--- config.mk ---
export PLATFORM = sky130hd
export DESIGN_NAME = mem_dump_reader_flat
export DESIGN_NICKNAME = d
export VERILOG_FILES = /design/src/rtl/mem_dump_reader_pkg.sv /design/src/rtl/mem_dump_reader_if.sv /design/src/rtl/mem_dump_reader.sv /design/src/flat_wrapper.sv
export SDC_FILE = /design/constraint.sdc
export NUM_CORES = 1
export LEC_CHECK = 0
export CAP_MARGIN = 5
export CORE_MARGIN = 2
export CORE_UTILIZATION = 46
export CTS_BUF_LIST = sky130_fd_sc_hd__clkbuf_4 sky130_fd_sc_hd__clkbuf_8
export CTS_CLUSTER_DIAMETER = 50
export CTS_CLUSTER_SIZE = 24
export DETAILED_ROUTE_END_ITERATION = 8
export PLACE_DENSITY = 0.79
export SLEW_MARGIN = 0
export SYNTH_ARGS = -nofsm -noshare
export SYNTH_HDL_FRONTEND = slang
export SYNTH_SLANG_ARGS = --single-unit
--- constraint.sdc ---
create_clock -name clk -period 2.57 [get_ports clk]
set_input_delay 0.514 -clock clk [delete_from_list [all_inputs] [get_ports clk]]
set_output_delay 0.514 -clock clk [all_outputs]
set_load 0.01 [all_outputs]
--- src/rtl/mem_dump_reader_pkg.sv ---
// mem_dump_reader_pkg: FSM encodings and the word stride shared by the dump reader
package mem_dump_reader_pkg;
   localparam logic [1:0] DUMP_IDLE  = 2'd0;
   localparam logic [1:0] DUMP_FETCH = 2'd1;
   localparam logic [1:0] DUMP_SEND  = 2'd2;
   localparam logic [1:0] DUMP_DONE  = 2'd3;
   localparam int WORD_STRIDE = 4;
endpackage

--- src/rtl/mem_dump_reader_if.sv ---
// mem_dump_reader_if: valid/ready word stream from the dump reader toward a host
interface mem_dump_reader_if #(parameter int DATA_WIDTH = 32);
   logic                  valid;
   logic                  ready;
   logic                  last;
   logic [DATA_WIDTH-1:0] data;
   modport master(output valid, data, last, input ready);
   modport slave(input valid, data, last, output ready);
endinterface

--- src/rtl/mem_dump_reader.sv ---
// mem_dump_reader: walks a word range of the data BRAM debug port, streams each word and sums them
module mem_dump_reader
   import mem_dump_reader_pkg::*;
#(
   parameter int ADDR_WIDTH = 10,
   parameter int DATA_WIDTH = 32,
   parameter int CNT_WIDTH  = 9
) (
   input  logic                  clk,
   input  logic                  rst,
   input  logic                  start,
   input  logic [ADDR_WIDTH-1:0] base_addr,
   input  logic [CNT_WIDTH-1:0]  word_count,
   output logic [ADDR_WIDTH-1:0] debug_addr,
   input  logic [DATA_WIDTH-1:0] debug_data,
   mem_dump_reader_if.master     m,
   output logic                  busy,
   output logic                  done,
   output logic [DATA_WIDTH-1:0] checksum
);
   logic [1:0]            state;
   logic [ADDR_WIDTH-1:0] addr;
   logic [CNT_WIDTH-1:0]  remaining;

   // the address register drives the debug port directly, so it is registered on FETCH entry
   assign debug_addr = addr;
   assign busy       = state != DUMP_IDLE;
   assign done       = state == DUMP_DONE;

   always_ff @(posedge clk or negedge rst) begin
      if (!rst) begin
         state     <= DUMP_IDLE;
         addr      <= '0;
         remaining <= '0;
         m.valid   <= 1'b0;
         m.data    <= '0;
         m.last    <= 1'b0;
         checksum  <= '0;
      end else begin
         case (state)
            DUMP_IDLE: if (start) begin
               checksum <= '0;
               if (word_count != '0) begin
                  addr      <= {base_addr[ADDR_WIDTH-1:2], 2'b00};
                  remaining <= word_count;
               end
               state <= (word_count == '0) ? DUMP_DONE : DUMP_FETCH;
            end
            DUMP_FETCH: begin
               m.data  <= debug_data;
               m.valid <= 1'b1;
               m.last  <= remaining == CNT_WIDTH'(1);
               state   <= DUMP_SEND;
            end
            DUMP_SEND: if (m.valid && m.ready) begin
               checksum <= checksum + m.data;
               m.valid  <= 1'b0;
               if (remaining == CNT_WIDTH'(1)) begin
                  m.last <= 1'b0;
                  state  <= DUMP_DONE;
               end else begin
                  addr      <= addr + ADDR_WIDTH'(WORD_STRIDE);
                  remaining <= remaining - CNT_WIDTH'(1);
                  state     <= DUMP_FETCH;
               end
            end
            default: state <= DUMP_IDLE;
         endcase
      end
   end
endmodule

--- src/flat_wrapper.sv ---
// flat-port wrapper written by rule: the top's interface ports become plain ports
module mem_dump_reader_flat import mem_dump_reader_pkg::*;
#(
   parameter int ADDR_WIDTH = 10,
   parameter int DATA_WIDTH = 32,
   parameter int CNT_WIDTH  = 9
)
  (clk, rst, start, base_addr, word_count, debug_addr, debug_data, busy, done, checksum, m_valid, m_data, m_last, m_ready);
  mem_dump_reader_if #(.DATA_WIDTH(DATA_WIDTH)) m_i ();
  input  logic clk;
  input  logic rst;
  input  logic start;
  input  logic [ADDR_WIDTH-1:0] base_addr;
  input  logic [CNT_WIDTH-1:0] word_count;
  output logic [ADDR_WIDTH-1:0] debug_addr;
  input  logic [DATA_WIDTH-1:0] debug_data;
  output logic busy;
  output logic done;
  output logic [DATA_WIDTH-1:0] checksum;
  output wire logic [$bits(m_i.valid)-1:0] m_valid;
  output wire logic [$bits(m_i.data)-1:0] m_data;
  output wire logic [$bits(m_i.last)-1:0] m_last;
  input wire logic [$bits(m_i.ready)-1:0] m_ready;
  assign m_valid = m_i.valid;
  assign m_data = m_i.data;
  assign m_last = m_i.last;
  assign m_i.ready = m_ready;
  mem_dump_reader #(.ADDR_WIDTH(ADDR_WIDTH), .DATA_WIDTH(DATA_WIDTH), .CNT_WIDTH(CNT_WIDTH)) u_core (.clk(clk), .rst(rst), .start(start), .base_addr(base_addr), .word_count(word_count), .debug_addr(debug_addr), .debug_data(debug_data), .m(m_i), .busy(busy), .done(done), .checksum(checksum));
endmodule
[Yosys cells after proc, flatten, opt, wreduce, memory -nomap -nowiden]
Index checks and enable logic that the tools add are counted.
Cells by class
  $add $sub $neg: 3
  multiply operators: 0
  div/mod/pow operators: 0
  $lt $le $gt $ge: 0
  eq/ne operators: 9
  shifts and indexed selects: 0
  mux-type cells: 23
  bitwise operators: 0
  reductions and logical operators: 12
Operators by type and width (count)
  $mux W32: 2
  $pmux W32 S2: 1
  $mux W10: 4
  $mux W9: 4
  $add A32 B32 Y32: 1
  $pmux W10 S2: 1
  $pmux W9 S2: 1
  $add A10 B3 Y10 const B: 1
  $eq A9 B1 Y1 const B: 1
  $logic_not A9 Y1: 1
  $reduce_bool A9 Y1: 1
  $sub A9 B1 Y9 const B: 1
  $mux W2: 4
  $ne A2 B1 Y1 const B: 3
  $pmux W2 S3: 1
  $reduce_and A3 Y1: 2
  $reduce_bool A2 Y1: 3
  $reduce_and A5 Y1: 1
  $eq A2 B2 Y1 const B: 2
  $ne A2 B2 Y1 const B: 2
  $pmux W1 S2: 2
  $reduce_and A2 Y1: 2
  $mux W1: 3
  $eq A2 B1 Y1 const B: 1
  2 further kinds: 2
Storage, ports and cells
  register bits: 87
  latch bits: 0
  memory bits (writable): 0
  memory bits (read-only): 0
  input port bits: 55
  output and inout port bits: 78
  logic and storage cells: 54
  memories: 0

[Longest topological paths before layout]
Gate-level depths: netlist of run 1.
  word-level depth: 4
  mapped depth: 11
  gate-level depth less buffers: 11

[Least setup slack after synthesis of run 1]
Ideal clock, no wire load.
  path kind: register to register
  start point: reg u_core.checksum[0]
  end point: reg u_core.checksum[30]
  library setup time: 0.131 ns
  arrival: 2.593 ns
  required time: 2.439 ns
  slack: -0.154 ns
  cell stages (with the launch flop): 12
  path buffers: 0
  clock period less this slack: 2.724 ns
  cell sequence: dfrtp_1 > ha_1 > inv_1 > fa_1 > and2b_1 > o21ai_1 > a21boi_1 > o41ai_1 > a211o_1 > a21oi_1 > a21oi_1 > or3_1
On the way
  word-level cells in the longest chain between the ends: 3
Ends and longest elaborated chain
  start, declared: line mem_dump_reader.sv:19  | output logic [DATA_WIDTH-1:0] checksum
  start signal, assigned: line mem_dump_reader.sv:56  | checksum <= checksum + m.data;
  $add A32 B32 Y32: line mem_dump_reader.sv:56
  $mux W32: line mem_dump_reader.sv:55  | DUMP_SEND: if (m.valid && m.ready) begin
  $pmux W32 S2: line mem_dump_reader.sv:40  | case (state)
Every way passes these cells. The select of a mux whose other input is x is not followed.
A chain may end at the register's enable or synchronous reset.

[Worst setup path in the final report of run 1]
  start point: reg u_core.m.data[0]
  end point: reg u_core.checksum[30]
On the way
  word-level cells in the longest chain between the ends: 3
Ends and longest elaborated chain
  start, declared: line mem_dump_reader_if.sv:7  | modport master(output valid, data, last, input ready);
  start signal, assigned: line mem_dump_reader.sv:50  | m.data <= debug_data;
  $add A32 B32 Y32: line mem_dump_reader.sv:56
  $mux W32: line mem_dump_reader.sv:55
  $pmux W32 S2: line mem_dump_reader.sv:40
Every way passes these cells. The select of a mux whose other input is x is not followed.

==> results of run 1 <==
==> registers in the layout, indices dropped and copies added, names as in the netlist <==
| name | count |
|---|---|
| u_core.checksum | 32 |
| u_core.debug_addr | 8 |
| u_core.m.valid | 1 |
| u_core.remaining | 9 |
| u_core.m.data | 32 |
| u_core.state | 2 |
| u_core.m.last | 1 |
==> area by class of cell <==
class	instances	share of cell area
repair buffers	189	0.234
clock inverters	5	0.0141
well taps	140	0.0232
clock buffers	11	0.0201
flip-flops and latches	85	0.282
multi-input cells	424	0.416
inverters	20	0.00996
==> power breakdown <==
part / leakage, nW / total [mW] / switching (mW) / internal [mW]
logic: 2.12 / 6.31 / 3.03 / 3.28
registers: 1.04 / 2.55 / 0.633 / 1.92
clock network: 0.126 / 1.21 / 0.508 / 0.701
total: 3.29 / 10.1 / 4.17 / 5.90
==> cell usage in the layout (no fill, tap or decap), types with 4 or more instances in the layout <==
cell               n
nor4_1             4
a31oi_1            5
a21o_1            13
nand3_1           21
or2_2              5
a32o_1             6
and3_1             9
nand2_1           61
dfrtp_1           84
a211oi_1           4
mux2_2            31
ha_4              10
o21ai_2            5
o21ai_0           33
o21ai_1           15
buf_4             60
or3_1              9
a21oi_1           46
o31ai_1            5
inv_1             19
a211oi_2           4
o22ai_1            4
ha_1              23
nor2_1            25
clkdlybuf4s50_1  127
clkbuf_8          11
o21bai_1           5
nor3_1             4
xor2_1             4
xnor2_1           11
==> layer usage <==
| metal | wire, um | part of all wire | track usage | up-vias |
|---|---|---|---|---|
| met1 | 6470 | 0.44 | 0.309 | 2456 |
| met4 | 255 | 0.017 | 0.0821 | 0 |
| met2 | 7040 | 0.48 | 0.391 | 185 |
| li1 | - | - | - | 2378 |
| met5 | 0 | 0 | 0 | - |
| met3 | 919 | 0.063 | 0.0453 | 20 |
==> stage by stage <==
step | area (sq um) | hold WS [ns] | power [mW] | setup slack (ns)
floorplan | 5230 | 0.218 | 5.80 | -0.0240
global placement | 6950 | 0.493 | 7.98 | -0.0724
detailed placement | 6950 | 0.501 | 8.20 | -0.165
global route | 7540 | 0.154 | 10.8 | -0.169
finish | 7540 | 0.121 | 10.1 | -0.0730
CTS | 7270 | 0.142 | 9.57 | -0.0520
==> worst reg2reg max path, cell delays in order, from the launching register on <==
cell	delay, ns
dfrtp_1	0.37
ha_2	0.19
inv_2	0.04
fa_2	0.33
and2b_1	0.23
o21ai_2	0.07
a21boi_2	0.19
o41ai_2	0.10
a211o_1	0.38
a21oi_2	0.22
a21oi_1	0.09
or3_1	0.34
==> repair_timing <==
| item | in CTS | in global routing |
|---|---|---|
| setup buffers | 2 | 14 |
| pin swaps | 4 | 34 |
| resized for setup | 12 | 27 |
| setup endpoints to repair | 9 | 12 |
==> cell families after synthesis <==
family	count (synthesis)	share of synthesized area
AO/OA/AOI/OAI	177	0.219
XOR/XNOR	16	0.0270
adder cells (fa/ha/maj)	35	0.0858
buffers and inverters	45	0.0340
flip-flops	85	0.410
multiplexers	34	0.0730
other	1	0.000722
AND/OR/NAND/NOR	160	0.151
==> path summary, 6_finish.rpt <==
kind | startpoint | endpoint | cells after the start
hold reg to reg | u_core.checksum[5] | u_core.checksum[5] | 2
hold / removal | rst | u_core.debug_addr[6] | 1
setup reg to reg | u_core.m.data[0] | u_core.checksum[30] | 11
setup / recovery | u_core.m.data[0] | u_core.checksum[30] | 11
min in group clk | u_core.checksum[5] | u_core.checksum[5] | 2
max in group asynchronous | rst | u_core.m.data[19] | 2
==> results.sh, run 1 <==
export IMPL_status="complete, but fails checks"
export IMPL_violations="negative setup slack"
export IMPL_layout_setup_ws_ns=-0.0730
export IMPL_ff_latch_area_sq_um=2130
export IMPL_fin_skew_ns=0.00991
export IMPL_nFillCells=821
export IMPL_drive_gt1_frac=0.213
export IMPL_synthTopCellsByArea="dfrtp_1 41%, ha_1 8.2%, mux2_2 6.7%"
export IMPL_leakage_nw=3.29
export IMPL_ys_flop_type="dfrtp_1"
export IMPL_path_clk_slew_ns=0.09
export IMPL_maxCapViolCount=0
export IMPL_drc=0
export IMPL_yosysMostFrequentCell="dfrtp_1"
export IMPL_die_h_um=110
export IMPL_synth_cells=553
export IMPL_insertedDiodeCount=0
export IMPL_hold_buffers=0
export IMPL_grt_use_total=0.236
export IMPL_drt_iter0_drc=358
export IMPL_fin_setup_tns_ns=-0.226
export IMPL_clock_root_buffer="clkbuf_8"
export IMPL_syn_avg_cell_area_sq_um=9.39
export IMPL_cts_buffer_depth=2
export IMPL_grt_ovfl_total=0
export IMPL_synth_top_cell_by_area="dfrtp_1"
export IMPL_synth_distinct_cells=66
export IMPL_cts_tree="built"
export IMPL_synth_area_sq_um=5190
export IMPL_ys_ff_latch=85
export IMPL_worstMarginPinSlew_ns=0.560
export IMPL_fp_row_count=38
export IMPL_ys_warn_count=0
export IMPL_synthTopCellsByCount="85 x dfrtp_1, 61 x nand2_1, 49 x a21oi_1, 37 x o21ai_0, 34 x ha_1"
export IMPL_seq_area_frac_synth=0.410
export IMPL_clock_sinks=85
export IMPL_rrSetupSlack_ns=-0.07
export IMPL_synthToLayoutAreaGrowth_pct=45.1
export IMPL_setup_viol=4
export IMPL_drtPass1Iterations=5
export IMPL_via_per_inst=5.77
export IMPL_power_density_nw_per_um2=1340
export IMPL_cts_buffers=9
export IMPL_max_freq_ghz=0.378
export IMPL_die_area_sq_um=12200
export IMPL_grt_pass1_wl_um=22500
export IMPL_start_util=0.475
export IMPL_crit_family="compound AO/OA/AOI/OAI gates"
export IMPL_irDropWorstVdd_uv=734
export IMPL_synthArstFlopShare=1.00
export IMPL_netlist_area_leader_share=0.410
export IMPL_hold_path_class="input port to asynchronous set/reset pin"
export IMPL_synth_edf_count=0
export IMPL_crit_arrival_ns=2.90
export IMPL_final_nets=819
export IMPL_timing_final_crit_period_ns=2.64
export IMPL_clk_latency_ns=0.37
export IMPL_io_pins=133
export IMPL_wl_per_cell_um=16.8
export IMPL_crit_buf_inv=1
export IMPL_startpoint_type="register"
export IMPL_grt_max_degree=46
export IMPL_place_hpwl_um=10200
export IMPL_vias=5039
export IMPL_hold_violations=0
export IMPL_post_route_period_util=1.03
export IMPL_wl_um=14700
export IMPL_place_inst=842
export IMPL_h_tree_depth=3
export IMPL_io_buffers=128
export IMPL_rsz0062_at_grt="yes"
export IMPL_antenna_found_initial=0
export IMPL_slew_limit_headroom=0.626
export IMPL_dieWidth_um=110
export IMPL_critical_path_slowest_cell="a211o_1"
export IMPL_multi_input_area_sq_um=3140
export IMPL_final_cell_count_no_fill=874
export IMPL_coreArea_sq_um=10900
export IMPL_crit_chain="ha_2 -> inv_2 -> fa_2 -> and2b_1 -> o21ai_2 -> a21boi_2 -> o41ai_2 -> a211o_1 -> a21oi_2 -> a21oi_1 -> or3_1"
export IMPL_detail_route_antenna_nets=0
export IMPL_path_max_fanout=3
export IMPL_grt_pass1_vias=4769
export IMPL_critPathMaxStageDelay_ns=0.38
export IMPL_worstPathRequired_ns=2.82
export IMPL_crit_path_end_kind="register"
export IMPL_gp_congestion=0.907
export IMPL_post_route_util=0.689
export IMPL_maxSlewViolCount=0
export IMPL_criticalPathCategory="register to register"
Note: power is estimated with default switching activity, not from simulation.
==> run 2, diff against run 1 <==
--- a/config.mk
+++ b/config.mk
@@ -14,4 +14,5 @@
 export DETAILED_ROUTE_END_ITERATION = 8
 export PLACE_DENSITY = 0.79
+export SKIP_CTS_REPAIR_TIMING = 1
 export SLEW_MARGIN = 0
 export SYNTH_ARGS = -nofsm -noshare
==> constraint.sdc (replaced) <==
create_clock -name clk -period 2.1 [get_ports clk]
set_input_delay 0.42 -clock clk [delete_from_list [all_inputs] [get_ports clk]]
set_output_delay 0.42 -clock clk [all_outputs]
set_load 0.1 [all_outputs]
==> run 2 against run 1 <==
The flow still finishes with violations (negative setup slack). Sequential share of layout area down 1.5 points. Cell count grew 11%. Critical path type unchanged. Fmax fell by 3.6%. Highest routed layer unchanged. Count of clock-buffer cells in the layout grew 2. Routed wire length rose by 19%. Hold slack better by 0.39 ns. Register-to-register slack worse by 0.57 ns. Critical path depth is the same. Clock skew about the same. Die area unchanged. Via count rose by 10%.
==> results.sh, run 2 (synthesis results as in run 1) <==
export IMPL_place_ws_ns=-0.647
export IMPL_clk_latency_ns=0.38
export IMPL_start_util=0.475
export IMPL_cts_tree="built"
export IMPL_wl_per_cell_um=17.9
export IMPL_antenna_found_initial=0
export IMPL_multi_input_area_sq_um=3440
export IMPL_worstPathRequired_ns=2.37
export IMPL_path_clk_slew_ns=0.09
export IMPL_final_common_cell="buf_4"
export IMPL_h_tree_depth=3
export IMPL_clock_root_buffer="clkbuf_8"
export IMPL_criticalPathCategory="register to register"
export IMPL_maxCapViolCount=0
export IMPL_final_nets=919
export IMPL_place_hpwl_um=12200
export IMPL_die_h_um=110
export IMPL_path_max_fanout=3
export IMPL_hold_path_class="input port to asynchronous set/reset pin"
export IMPL_setup_viol=24
export IMPL_coreArea_sq_um=10900
export IMPL_post_route_period_util=1.31
export IMPL_max_freq_ghz=0.365
export IMPL_grt_max_degree=31
export IMPL_grt_use_total=0.273
export IMPL_crit_path_end_kind="register"
export IMPL_layout_setup_ws_ns=-0.641
export IMPL_final_cell_mix="226 x buf_4, 60 x nand2_1, 51 x clkdlybuf4s50_1"
export IMPL_vias=5546
export IMPL_hold_violations=0
export IMPL_fin_setup_tns_ns=-8.63
export IMPL_drive_gt1_frac=0.496
export IMPL_postPlaceCellArea_sq_um=7940
export IMPL_violations="negative setup slack"
export IMPL_top_regs="u_core.checksum (32), u_core.m.data (32), u_core.remaining (9)"
export IMPL_post_route_util=0.785
export IMPL_grt_ovfl_total=0
export IMPL_rsz0062_at_grt="yes"
export IMPL_via_per_inst=5.69
export IMPL_grt_pass1_wl_um=25800
export IMPL_drt_iter0_drc=417
export IMPL_nFillCells=671
export IMPL_dieWidth_um=110
export IMPL_grt_pass1_vias=5534
export IMPL_insertedDiodeCount=0
export IMPL_detail_route_antenna_nets=0
export IMPL_drc=0
export IMPL_synthToLayoutAreaGrowth_pct=65.4
export IMPL_io_buffers=128
export IMPL_wl_um=17500
export IMPL_ff_latch_area_sq_um=2290
export IMPL_crit_arrival_ns=3.01
export IMPL_final_cell_area_sq_um=8590
export IMPL_clock_sinks=85
export IMPL_drtPass1Iterations=5
export IMPL_maxSlewViolCount=0
export IMPL_startpoint_type="register"
export IMPL_fin_skew_ns=0.0103
export IMPL_timing_final_crit_period_ns=2.74
export IMPL_gp_congestion=0.880
export IMPL_io_pins=133
export IMPL_die_area_sq_um=12200
export IMPL_cts_buffer_depth=2
export IMPL_status="complete, but fails checks"
export IMPL_cts_buffers=9
export IMPL_fp_row_count=38
## run 2: per-layer routing
metal,global-route usage,up-vias,share of wire
met5,0,-,0
met4,0.137,0,0.036
met3,0.0441,54,0.052
met2,0.487,210,0.52
met1,0.315,2712,0.40
li1,-,2570,-
## run 2: metrics by stage
| step | cells | hold slack (ns) |
|---|---|---|
| 6_report | 974 | 0.516 |
| 5_1_grt | 974 | 0.547 |
| 4_1_cts | 959 | -0.0346 |
| 3_5_place_dp | 943 | 0.381 |
| 3_3_place_gp | 943 | 0.379 |
| 2_1_floorplan | 554 | 0.124 |
## run 2: worst paths after layout
check / start / endpoint / slack [ns] / depth (start not counted)
worst max-delay path: u_core.checksum[0] / u_core.checksum[24] / -0.64 / 11
worst min-delay path: rst / u_core.m.data[1] / 0.52 / 2
worst max register to register: u_core.checksum[0] / u_core.checksum[24] / -0.64 / 11
worst min register to register: u_core.checksum[29] / u_core.checksum[29] / 0.55 / 1
max in group asynchronous: rst / u_core.m.data[14] / 0.97 / 3
min in group clk: u_core.checksum[29] / u_core.checksum[29] / 0.55 / 1
## run 2: final cells by class
cell class,instances,share of cell area
timing repair buffer,289,0.278
multi-input combinational,424,0.401
sequential,85,0.267
clock buffer,13,0.0201
inverter,20,0.00874
clock inverter,3,0.00495
tap,140,0.0204
## run 2: worst max-delay path, cell delays in order (launching register included)
cell,delay (ns)
dfrtp_4,0.51
ha_4,0.17
inv_2,0.05
fa_2,0.19
and2b_1,0.21
o21ai_2,0.15
a21boi_2,0.09
o41ai_4,0.29
a211o_1,0.29
a211oi_2,0.10
or3_1,0.33
a32o_1,0.25
Power of run 2 is left out: the tool's default activity adds up to more than one toggle a clock period on the data nets, which glitch-free logic cannot reach.
==> run 3, diff against run 2 <==
- ABC_AREA: not set -> 1
- CORE_UTILIZATION: 46 -> 48
- CTS_CLUSTER_SIZE: 24 -> not set
- PLACE_DENSITY: 0.79 -> 0.8
==> run 3 against run 2 <==
Routed wire length down 10%. Via count up 4.0%. Largest cell class unchanged. Final area down 10%. Non-clock buffer count down 147. The flow now finishes without violations. Setup slack better by 0.77 ns. Cell count up 20%. Fmax up 39%.
==> results.sh, run 3 <==
export IMPL_final_cell_count_no_fill=1167
export IMPL_final_nets=1084
export IMPL_fin_setup_tns_ns=0
export IMPL_cts_buffers=9
export IMPL_grt_use_total=0.244
export IMPL_nFillCells=1109
export IMPL_clk_latency_ns=0.38
export IMPL_maxSlewViolCount=0
export IMPL_crit_path_end_kind="register"
export IMPL_gp_congestion=0.923
export IMPL_grt_ovfl_total=0
export IMPL_maxCapViolCount=0
export IMPL_synthTopCellsByArea="dfrtp_1 36%, nand2_1 20%, inv_1 7.9%"
export IMPL_startpoint_type="register"
export IMPL_start_util=0.494
export IMPL_path_clk_slew_ns=0.09
export IMPL_critical_path_slowest_cell="dfrtp_2"
export IMPL_yosysMostFrequentCell="nand2_1"
export IMPL_synthTopCellsByCount="318 x nand2_1, 126 x inv_1, 85 x dfrtp_1, 65 x nor2_1, 50 x nand3_1"
export IMPL_h_tree_depth=3
export IMPL_insertedDiodeCount=0
export IMPL_grt_max_degree=36
export IMPL_crit_family="simple AND/OR/NAND/NOR gates"
export IMPL_hold_path_class="input port to asynchronous set/reset pin"
export IMPL_grt_busiest_layer="met2"
export IMPL_setup_viol=0
export IMPL_place_inst=1150
export IMPL_wl_per_cell_um=13.5
export IMPL_crit_top_cell="nand2_1"
export IMPL_hold_violations=0
export IMPL_antenna_found_initial=0
export IMPL_drc=0
export IMPL_grt_pass1_vias=5393
export IMPL_drive_gt1_frac=0.216
export IMPL_layout_setup_ws_ns=0.131
export IMPL_synthArstFlopShare=1.00
export IMPL_rsz0062_at_grt="no"
export IMPL_synth_distinct_cells=39
export IMPL_top_regs="u_core.checksum (32), u_core.m.data (32), u_core.remaining (9)"
export IMPL_io_buffers=128
export IMPL_ys_warn_count=0
export IMPL_crit_arrival_ns=2.28
export IMPL_coreArea_sq_um=12100
export IMPL_synth_edf_count=0
export IMPL_crit_buf_inv=2
export IMPL_seq_area_frac_synth=0.355
export IMPL_grt_pass1_wl_um=25700
export IMPL_vias=5766
export IMPL_drtPass1Iterations=5
export IMPL_drt_iter0_drc=255
export IMPL_final_cell_mix="315 x nand2_1, 125 x inv_1, 87 x buf_4"
export IMPL_crit_chain="ha_1 -> nand2_1 -> inv_1 -> nand2_1 -> nand2_1 -> inv_1 -> nand3_1 -> nand2_1 -> nand3_1 -> nand2_1 -> nand3_1 -> nand2_1"
export IMPL_critPathMaxStageDelay_ns=0.43
export IMPL_fp_row_count=40
export IMPL_status="finished clean"
export IMPL_grt_use_met2=0.382
export IMPL_worstPathRequired_ns=2.41
export IMPL_syn_avg_cell_area_sq_um=7.00
export IMPL_grtUsageMet1=0.340
export IMPL_place_ws_ns=0.0385
export IMPL_post_route_period_util=0.938
export IMPL_dieWidth_um=116
export IMPL_synth_cells=855
export IMPL_criticalPathCategory="register to register"
export IMPL_synthToLayoutAreaGrowth_pct=28.9
export IMPL_synth_top_cell_by_area="dfrtp_1"
export IMPL_detail_route_antenna_nets=0
export IMPL_max_freq_ghz=0.508
export IMPL_die_area_sq_um=13400
export IMPL_netlist_area_leader_share=0.355
export IMPL_timing_final_crit_period_ns=1.97
export IMPL_cts_tree="built"
export IMPL_synth_area_sq_um=5990
export IMPL_wl_um=15700
export IMPL_fin_skew_ns=0.0102
export IMPL_ys_flop_type="dfrtp_1"
export IMPL_grt_util_met3=0.0492
export IMPL_place_hpwl_um=12200
export IMPL_die_h_um=116
export IMPL_clock_sinks=85
export IMPL_post_route_util=0.637
export IMPL_io_pins=133
export IMPL_path_max_fanout=4
export IMPL_ys_ff_latch=85
export IMPL_clock_root_buffer="clkbuf_8"
export IMPL_final_common_cell="nand2_1"
export IMPL_via_per_inst=4.94
export IMPL_cts_buffer_depth=2
[run 3: metal layers]
metal	routed length [um]	part of all wire
met5	0	0
met4	267	0.017
met3	1020	0.065
met2	7140	0.45
met1	7290	0.46
[run 3: layout make-up]
type,count,area [sq um],area share
Multi-Input combinational cell,626,3330,0.431
Tap cell,168,210,0.0272
Inverter,130,490,0.0636
Sequential cell,85,2200,0.286
Clock buffer,11,145,0.0188
Clock inverter,5,106,0.0138
Timing Repair Buffer,142,1230,0.160
[run 3: stage by stage]
stage | cell area (sq um) | hold slack (ns)
final | 7720 | 0.450
after global routing | 7720 | 0.464
after floorplan | 6080 | 0.124
after global placement | 7430 | 0.318
after detailed placement | 7430 | 0.319
after CTS | 7680 | -0.101
[run 3: logic make-up (layout without fill, tap and decap cells)]
group / count (synthesis) / count (layout) / synth area share
simple gates: 455 / 455 / 0.307
buf+inv: 145 / 288 / 0.0961
compound gates: 85 / 85 / 0.0811
flops: 85 / 85 / 0.355
fa+ha+maj: 35 / 35 / 0.0744
mux: 34 / 34 / 0.0633
xor+xnor: 15 / 15 / 0.0219
other cells: 1 / 2 / 0.000626
[run 3: worst paths after layout]
check | startpoint | end | slack (ns) | depth (start not counted)
min | rst | u_core.remaining[0] | 0.45 | 2
max reg2reg | u_core.checksum[7] | u_core.checksum[25] | 0.13 | 12
max | u_core.checksum[7] | u_core.checksum[25] | 0.13 | 12
min in group clk | u_core.remaining[7] | u_core.remaining[7] | 0.49 | 2
min reg2reg | u_core.remaining[7] | u_core.remaining[7] | 0.49 | 2
max in group asynchronous | rst | u_core.checksum[26] | 0.90 | 3
Power of run 3 is left out for the same reason.
